### src/rtl/wb_dpbram_arbiter_pkg.sv
// Shared definitions for the two-master Wishbone dual-port BRAM arbiter.
package wb_dpbram_arbiter_pkg;

  typedef enum logic [1:0] {
    ST_IDLE   = 2'd0,
    ST_GRANT0 = 2'd1,
    ST_GRANT1 = 2'd2
  } arb_state_e;

  // Width of a master index (two masters).
  localparam int unsigned MIDX_W = 1;

endpackage

### src/rtl/wb_rr_arbiter.sv
// Round-robin grant FSM for two Wishbone masters with an optional per-grant
// transfer quota that applies only while the other master is waiting.
module wb_rr_arbiter
  import wb_dpbram_arbiter_pkg::*;
#(
  parameter int unsigned MAX_HOLD = 16
) (
  input  logic i_clk,
  input  logic i_reset,
  input  logic i_cyc0,
  input  logic i_cyc1,
  input  logic i_accept,
  output logic o_stall0,
  output logic o_stall1
);

  localparam int unsigned HOLD_W = (MAX_HOLD > 0) ? $clog2(MAX_HOLD + 1) : 1;
  localparam logic [HOLD_W-1:0] HOLD_MAX = HOLD_W'(MAX_HOLD);

  arb_state_e        state_q, state_d;
  logic              last_q, last_d;
  logic [HOLD_W-1:0] hold_q, hold_d;
  logic              other_cyc;
  logic              quota_hit;

  always_comb begin
    state_d   = state_q;
    last_d    = last_q;
    hold_d    = hold_q;
    other_cyc = 1'b0;
    quota_hit = 1'b0;

    case (state_q)
      ST_IDLE: begin
        if (i_cyc0 && (!i_cyc1 || last_q)) state_d = ST_GRANT0;
        else if (i_cyc1)                    state_d = ST_GRANT1;
      end
      ST_GRANT0: begin
        other_cyc = i_cyc1;
        quota_hit = (MAX_HOLD != 0) && (hold_q == HOLD_MAX) && i_cyc1;
        if (!i_cyc0)        state_d = i_cyc1 ? ST_GRANT1 : ST_IDLE;
        else if (quota_hit) state_d = ST_GRANT1;
      end
      ST_GRANT1: begin
        other_cyc = i_cyc0;
        quota_hit = (MAX_HOLD != 0) && (hold_q == HOLD_MAX) && i_cyc0;
        if (!i_cyc1)        state_d = i_cyc0 ? ST_GRANT0 : ST_IDLE;
        else if (quota_hit) state_d = ST_GRANT0;
      end
      default: state_d = ST_IDLE;
    endcase

    if (state_d == ST_GRANT0 && state_q != ST_GRANT0) last_d = 1'b0;
    if (state_d == ST_GRANT1 && state_q != ST_GRANT1) last_d = 1'b1;

    if (state_d != state_q || !other_cyc)
      hold_d = '0;
    else if (i_accept && hold_q != HOLD_MAX)
      hold_d = hold_q + HOLD_W'(1);
  end

  // An exhausted quota stalls the owner for the switch cycle, so it gets
  // exactly MAX_HOLD transfers before the waiting master takes over.
  assign o_stall0 = i_reset || (state_q != ST_GRANT0) || quota_hit;
  assign o_stall1 = i_reset || (state_q != ST_GRANT1) || quota_hit;

  always_ff @(posedge i_clk) begin
    if (i_reset) begin
      state_q <= ST_IDLE;
      last_q  <= 1'b1;
      hold_q  <= '0;
    end else begin
      state_q <= state_d;
      last_q  <= last_d;
      hold_q  <= hold_d;
    end
  end

endmodule

### src/rtl/wb_dpbram_arbiter.sv
// Two-master pipelined Wishbone front end for a dual-port BRAM: writes go to
// port A, reads to registered port B, with a fixed one-cycle ack/data return.
module wb_dpbram_arbiter
  import wb_dpbram_arbiter_pkg::*;
#(
  parameter int unsigned DATA_WIDTH = 32,
  parameter int unsigned ADDR_WIDTH = 10,
  parameter int unsigned MAX_HOLD   = 16
) (
  input  logic                  i_clk,
  input  logic                  i_reset,
  input  logic                  i_wb0_cyc,
  input  logic                  i_wb0_stb,
  input  logic                  i_wb0_we,
  input  logic [ADDR_WIDTH-1:0] i_wb0_addr,
  input  logic [DATA_WIDTH-1:0] i_wb0_data,
  output logic                  o_wb0_stall,
  output logic                  o_wb0_ack,
  output logic [DATA_WIDTH-1:0] o_wb0_data,
  input  logic                  i_wb1_cyc,
  input  logic                  i_wb1_stb,
  input  logic                  i_wb1_we,
  input  logic [ADDR_WIDTH-1:0] i_wb1_addr,
  input  logic [DATA_WIDTH-1:0] i_wb1_data,
  output logic                  o_wb1_stall,
  output logic                  o_wb1_ack,
  output logic [DATA_WIDTH-1:0] o_wb1_data,
  output logic                  o_enA,
  output logic                  o_weA,
  output logic [ADDR_WIDTH-1:0] o_addrA,
  output logic [DATA_WIDTH-1:0] o_dinA,
  output logic                  o_enB,
  output logic [ADDR_WIDTH-1:0] o_addrB,
  input  logic [DATA_WIDTH-1:0] i_doutB
);

  logic                  accept0, accept1, accept;
  logic                  sel_we;
  logic [ADDR_WIDTH-1:0] sel_addr;
  logic [DATA_WIDTH-1:0] sel_data;

  logic              ack_pend_q, ack_pend_d;
  logic [MIDX_W-1:0] ack_tag_q, ack_tag_d;
  logic              ack_we_q, ack_we_d;
  logic              ack_live;

  wb_rr_arbiter #(.MAX_HOLD(MAX_HOLD)) u_arb (
    .i_clk    (i_clk),
    .i_reset  (i_reset),
    .i_cyc0   (i_wb0_cyc),
    .i_cyc1   (i_wb1_cyc),
    .i_accept (accept),
    .o_stall0 (o_wb0_stall),
    .o_stall1 (o_wb1_stall)
  );

  assign accept0 = i_wb0_cyc && i_wb0_stb && !o_wb0_stall;
  assign accept1 = i_wb1_cyc && i_wb1_stb && !o_wb1_stall;
  assign accept  = accept0 || accept1;

  always_comb begin
    sel_we   = 1'b0;
    sel_addr = '0;
    sel_data = '0;
    if (accept0) begin
      sel_we   = i_wb0_we;
      sel_addr = i_wb0_addr;
      sel_data = i_wb0_data;
    end else if (accept1) begin
      sel_we   = i_wb1_we;
      sel_addr = i_wb1_addr;
      sel_data = i_wb1_data;
    end

    o_enA   = 1'b0;
    o_weA   = 1'b0;
    o_addrA = '0;
    o_dinA  = '0;
    o_enB   = 1'b0;
    o_addrB = '0;
    if (accept && sel_we) begin
      o_enA   = 1'b1;
      o_weA   = 1'b1;
      o_addrA = sel_addr;
      o_dinA  = sel_data;
    end
    if (accept && !sel_we) begin
      o_enB   = 1'b1;
      o_addrB = sel_addr;
    end

    ack_pend_d = accept;
    ack_tag_d  = MIDX_W'(accept1);
    ack_we_d   = sel_we;
  end

  always_ff @(posedge i_clk) begin
    if (i_reset) begin
      ack_pend_q <= 1'b0;
      ack_tag_q  <= '0;
      ack_we_q   <= 1'b0;
    end else begin
      ack_pend_q <= ack_pend_d;
      ack_tag_q  <= ack_tag_d;
      ack_we_q   <= ack_we_d;
    end
  end

  // Ack is qualified by the owner's live cyc (abort) and by reset, which
  // drops a pending ack in the same cycle it is asserted.
  assign ack_live   = ack_pend_q && !i_reset;
  assign o_wb0_ack  = ack_live && (ack_tag_q == MIDX_W'(0)) && i_wb0_cyc;
  assign o_wb1_ack  = ack_live && (ack_tag_q == MIDX_W'(1)) && i_wb1_cyc;
  assign o_wb0_data = (o_wb0_ack && !ack_we_q) ? i_doutB : '0;
  assign o_wb1_data = (o_wb1_ack && !ack_we_q) ? i_doutB : '0;

endmodule
### config.mk
export PLATFORM = sky130hd
export DESIGN_NAME = wb_dpbram_arbiter
export DESIGN_NICKNAME = d
export VERILOG_FILES = /design/src/rtl/wb_dpbram_arbiter_pkg.sv /design/src/rtl/wb_rr_arbiter.sv /design/src/rtl/wb_dpbram_arbiter.sv
export SDC_FILE = /design/constraint.sdc
export NUM_CORES = 1
export LEC_CHECK = 0
export ABC_AREA = 1
export CORE_AREA = 4 4 94 96
export CTS_BUF_LIST = sky130_fd_sc_hd__clkbuf_8
export DETAILED_ROUTE_END_ITERATION = 6
export DIE_AREA = 0 0 98 100
export PLACE_DENSITY = 0.82
export SKIP_LAST_GASP = 1
export SLEW_MARGIN = 5
export SYNTH_ARGS = -nofsm -noshare
export SYNTH_HDL_FRONTEND = slang
export SYNTH_HIERARCHICAL = 1
export SYNTH_SLANG_ARGS = --single-unit
### constraint.sdc
create_clock -name i_clk -period 2.99 [get_ports i_clk]
set_input_delay 0.299 -clock i_clk [delete_from_list [all_inputs] [get_ports i_clk]]
set_output_delay 0.299 -clock i_clk [all_outputs]
set_load 0.05 [all_outputs]
Word-level counts from Yosys, hierarchy flattened
Index checks and enable logic that the tools add are counted.
{"block": "totals", "ff_bits": 11, "latch_bits": 0, "ramBits": 0, "rom_bits": 0, "out_inout_bits": 123, "wordCells": 77, "n_memories": 0}
{"block": "classes", "addsub": 1, "mul": 0, "n_div": 0, "n_lt_le_gt_ge": 0, "eq_ne": 9, "shifts": 0, "mux": 24, "bitwise": 1, "reduce_logical": 36}
{"cell": "two-way mux 32 bit", "count": 5}
{"cell": "two-way mux 10 bit", "count": 4}
{"cell": "logical AND 1 bit", "count": 19}
{"cell": "two-way mux 2 bit", "count": 7}
{"cell": "logical NOT 1 bit", "count": 7}
{"cell": "logical OR 1 bit", "count": 7}
{"cell": "one-hot mux 2 bit (3 select lines)", "count": 1}
{"cell": "adder 5 x 1 -> 5 bit, second input constant", "count": 1}
{"cell": "equality test 5 bit, second input constant", "count": 1}
{"cell": "two-way mux 1 bit", "count": 5}
{"cell": "!= test 5 bit, second input constant", "count": 1}
{"cell": "equality test 2 x 1 -> 1 bit, second input constant", "count": 2}
{"cell": "equality test 2 bit, second input constant", "count": 2}
{"cell": "one-hot mux 1 bit (2 select lines)", "count": 2}
{"cell": "OR reduction 2 bit", "count": 2}
{"cell": "logical NOT 2 bit", "count": 1}
{"cell": "!= test 2 x 1 -> 1 bit, second input constant", "count": 1}
{"cell": "!= test 2 bit", "count": 1}
{"cell": "!= test 2 bit, second input constant", "count": 1}
{"cell": "NOT 1 bit", "count": 1}

Depth between registers and ports, before layout
{"block": "logic_depth", "ltp_word": 11, "depth_mapped": 14}

Modules after synthesis
Netlist, hierarchy kept.
{"module": "wb_dpbram_arbiter", "instances": 1, "cells_each": 374, "area_per_inst_um2": 1667.8}
{"module": "wb_rr_arbiter", "instances": 1, "cells_each": 94, "area_per_inst_um2": 680.7}

Least setup slack after synthesis
OpenSTA, ideal clock, no wires.
{"block": "synth_timing", "kind": "register -> output", "start": "register u_arb.state_q[0]", "end": "output o_addrB[0]", "t_arrival_ps": 2849, "path_slack_ps": -158, "stages_incl_launch_ff": 14, "n_path_buf": 2, "path_cell_list": "dfxtp_1 -> inv_1 -> ha_1 -> inv_1 -> o22ai_1 -> nand4_1 -> nand3_1 -> inv_1 -> nand3_2 -> buf_6 -> nand3_1 -> nand3_2 -> buf_6 -> nor2_1"}
{"item": "start, declared", "line_no": "wb_rr_arbiter.sv:20", "source": "arb_state_e state_q, state_d;"}
{"item": "start signal, assigned", "line_no": "wb_rr_arbiter.sv:73", "source": "state_q <= state_d;"}
{"item": "equality test 2 bit (tied with other cells)", "line_no": "wb_rr_arbiter.sv:33", "source": "case (state_q)"}
{"item": "one-hot mux 1 bit (2 select lines) or logical OR 1 bit (tied branches)", "line_no": "wb_rr_arbiter.sv:33, wb_rr_arbiter.sv:64"}
{"item": "logical OR 1 bit (*)", "line_no": "wb_rr_arbiter.sv:64", "source": "assign o_stall0 = i_reset || (state_q != ST_GRANT0) || quota_hit;"}
{"item": "via o_wb0_stall", "line_no": "wb_dpbram_arbiter.sv:17", "source": "output logic o_wb0_stall,"}
{"item": "logical NOT 1 bit (*)", "line_no": "wb_dpbram_arbiter.sv:57", "source": "assign accept0 = i_wb0_cyc && i_wb0_stb && !o_wb0_stall;"}
{"item": "logical AND 1 bit (*)", "line_no": "wb_dpbram_arbiter.sv:57"}
{"item": "two-way mux 1 bit", "line_no": "wb_dpbram_arbiter.sv:65", "source": "if (accept0) begin"}
{"item": "logical NOT 1 bit", "line_no": "wb_dpbram_arbiter.sv:87", "source": "if (accept && !sel_we) begin"}
{"item": "logical AND 1 bit", "line_no": "wb_dpbram_arbiter.sv:87"}
{"item": "two-way mux 10 bit (*)", "line_no": "wb_dpbram_arbiter.sv:87"}
{"item": "end, declared", "line_no": "wb_dpbram_arbiter.sv:33", "source": "output logic [ADDR_WIDTH-1:0] o_addrB,"}
The timed path passes the listed nets; every way through them passes the cells marked *.

Final worst setup path
{"block": "layout_timing", "start": "register u_arb.state_q[0]", "end": "output o_addrB[5]"}
{"block": "layout_between", "elab_chain_len": 10}
{"item": "equality test 2 bit (tied with other cells)", "line_no": "wb_rr_arbiter.sv:33"}
{"item": "one-hot mux 1 bit (2 select lines) or logical OR 1 bit (tied branches)", "line_no": "wb_rr_arbiter.sv:33, wb_rr_arbiter.sv:65"}
{"item": "logical OR 1 bit", "line_no": "wb_rr_arbiter.sv:65", "source": "assign o_stall1 = i_reset || (state_q != ST_GRANT1) || quota_hit;"}
{"item": "logical NOT 1 bit", "line_no": "wb_dpbram_arbiter.sv:58", "source": "assign accept1 = i_wb1_cyc && i_wb1_stb && !o_wb1_stall;"}
{"item": "logical AND 1 bit", "line_no": "wb_dpbram_arbiter.sv:58"}
{"item": "two-way mux 1 bit", "line_no": "wb_dpbram_arbiter.sv:69", "source": "end else if (accept1) begin"}
{"item": "two-way mux 1 bit", "line_no": "wb_dpbram_arbiter.sv:65"}
{"item": "logical NOT 1 bit", "line_no": "wb_dpbram_arbiter.sv:87"}
{"item": "logical AND 1 bit", "line_no": "wb_dpbram_arbiter.sv:87"}
{"item": "two-way mux 10 bit (*)", "line_no": "wb_dpbram_arbiter.sv:87"}
Mark *: on every way between the ends. The rest lies on a longest branch, timed or not.

==> impl_metrics.toml <==
[cts]
cts.sinks = 11
cts-root-buf = "clkbuf_8"
ctsHoldBuffers = 0
clk_latency_ps = 240
cts_buffers = 3
cts_tree = "built"
clk_path_buf_depth = 2
path_clk_slew_ps = 60
htreeDepth = 1

[drt]
vias_per_cell = 4.60
dr_wl_met3_mm = 1.19
wl_met1_mm = 4.21
drt-pass1-iter-count = 5
dr_wl_met2_mm = 6.49
drtIter0Drc = 170
vias = 3732
drc = 0
highest_layer = "met4"
drt-total-wl_mm = 12.1
wire_per_inst_um = 14.9
antenna_left = 0

[min_path]
hold_path_class = "reg -> reg"
hp-start = "u_arb/last_q$_SDFFE_PP1P_"

[worst_setup_path]
crit_type = "reg -> out"
startpoint_type = "flop"
crit_path_start = "u_arb/state_q[0]$_SDFF_PP0_"
endpoint_kind = "output pin"
critPathArrivalTime_ps = 2600
crit_path_max_fanout = 60
crit_required_ps = 2690
r2r-start = "u_arb/state_q[0]$_SDFF_PP0_"

[sta]
rsz0062_at_grt = "yes"
finalCriticalPeriod_ps = 2900
relSlewSlack_pct = 63.1
max_freq_mhz = 345
worst_pin_slew_ps = 552
timing.final.crit_share_pct = 96.8
layout_setup_ws_ps = 94.5
hold_ws_ps = 541
finalSetupViolCount = 0
finalHoldViolations = 0
skew_ps = 4.19
report.final.slew_viol_count = 0

[grt]
grt_max_degree = 61
grt_usage_pct = 22.5
grt_pass1_wl_mm = 18.2
antenna_found_initial = 0
first_global_vias = 3633
grt_overflow = 0

[power]
ir_worst_vdd_mv = 0.141
p_per_area_nw_per_um2 = 132
p_total_uw = 762
total_leakage_power_uw = 0.00258

[placement]
post-dp-hpwl_mm = 10.2
place_ws_ps = 171
portBuffers = 246
place_congestion = 1.04
dp.cells = 805

[layout]
drive_gt1_share_pct = 37.1
final_util_pct = 71.6
diodes = 0
area_delta_synth_final_pct = 145
num-nets-final = 838
stdcell_count = 812

[die]
design.core.area_um2 = 8050
fp.dieH_um = 100
start_util_pct = 29.2
rows = 33
fp.dieArea_um2 = 9800
fp.dieW_um = 98
pin_count = 247

[yosys]
synth_cells = 468
synth_most_common_cell = "nand2_1"
synthTopCellsByArea = "nand2_1 (24%), nor2_1 (21%), or2_2 (11%), dfxtp_1 (9.4%), inv_1 (7.8%)"
synthTopCellsByCount = "nand2_1 (152), nor2_1 (134), inv_1 (49)"
yosysSeqAreaShare_pct = 9.38
ys_seq_elements = 11
syn_nets = 598
ys.flop_type = "dfxtp_1"
netlist_area_um2 = 2350
async_flop_share_pct = 0
yosysWarnings = 6
postSynthAreaPerCell_um2 = 5.02
ys_types = 30
yosys.area.top_type = "nand2_1"
synth_edf_count = 0
synth_top_area_share_pct = 24.3

[run_status]
run_status = "finished, final reports clean"

[job]
cap_violations = 0
==> layout by cell type, fill, tap and decap left out <==
master and n:
xnor2_1 1, nand2_4 2, nand3_4 2, nand4_1 2, clkbuf_8 3, nor3_1 1, clkbuf_16 1, dfxtp_2 2
inv_2 4, nand3b_1 1, or2_2 42, a21oi_1 1, or2_1 1, nor2_4 2, buf_8 1, nand2_2 8
o21ai_2 1, nand3_1 8, mux2_2 1, o21ai_1 1, buf_12 77, nand2_1 151, nand3_2 5, nor2_1 82
xor2_1 3, inv_1 50, clkdlybuf4s50_1 127, dfxtp_1 9, ha_1 6, nor3_2 5, o22ai_1 1, nor2_2 53
buf_4 53
==> through the flow <==
stage	setup TNS [ps]	cell area (µm²)
final	0	5770
after global routing	-16.0	5770
after CTS	-63.4	5700
after detailed placement	0	5630
after global placement	0	5630
after floorplan	-1460	2450
==> final timing paths <==
kind                            cells past startpoint  slack (ps)                      endpoint
worst min-delay path                                2         540     u_arb/last_q$_SDFFE_PP1P_
worst max register to register                     14         390  u_arb/hold_q[1]$_SDFFE_PP0P_
worst max-delay path                               13          90                    o_addrB[5]
worst min register to register                      2         540     u_arb/last_q$_SDFFE_PP1P_
==> repair_timing <==
item                                    CTS  global route
buffers inserted                          0             1
gates cloned                              0             2
resized for setup                         9             8
endpoints found under the setup margin   21            55
pin swaps                                 0             3
==> sequential cells by signal (all words and copies together) (netlist names) <==
name,count
ack_we_q,1
u_arb/state_q,2
ack_tag_q,1
u_arb/hold_q,5
u_arb/last_q,1
ack_pend_q,1
==> routing by layer <==
layer | GRT usage, % | up-vias
li1 | - | 1842
met2 | 45.1 | 213
met1 | 23.6 | 1657
met4 | 4.26 | 0
met5 | 0 | -
met3 | 5.70 | 20
==> critical path, cell delays in order (launching register included) <==
cell and delay [ps]:
dfxtp_2 360, inv_1 140, ha_1 220, inv_1 100, o22ai_1 240, nand4_1 150
nand3_1 140, inv_1 60, nand3_2 100, buf_12 220, or2_2 170, nand2_1 90
nor2_2 170, buf_12 150
==> cell families (layout without fill, tap and decap cells) <==
kind of cell             Yosys count  after routing  synth area share (%)
AND/OR/NAND/NOR                  364            365                  68.8
buffers and inverters             78            316                  15.6
flip-flops                        11             11                  9.38
adder cells (fa/ha/maj)            6              6                  3.20
AO/OA/AOI/OAI                      4              4                  1.07
XOR/XNOR                           4              4                  1.49
multiplexers                       1              1                 0.479
==> final cells by class <==
cell class                 instances  area, µm²
clock inverter                     1       3.75
fill                             596       2290
multi-input combinational        380       1920
clock buffer                       3       41.3
sequential                        11        223
tap                              105        131
timing repair buffer             259       3250
inverter                          53        199
==> power breakdown <==
group	total [µW]	internal, µW	leakage [µW]	switching [µW]
combinational	441	231	0.00247	210
clock	152	90.6	0.0000269	61.8
sequential	169	156	0.0000899	12.4
Note: power is estimated with default switching activity, not from simulation.
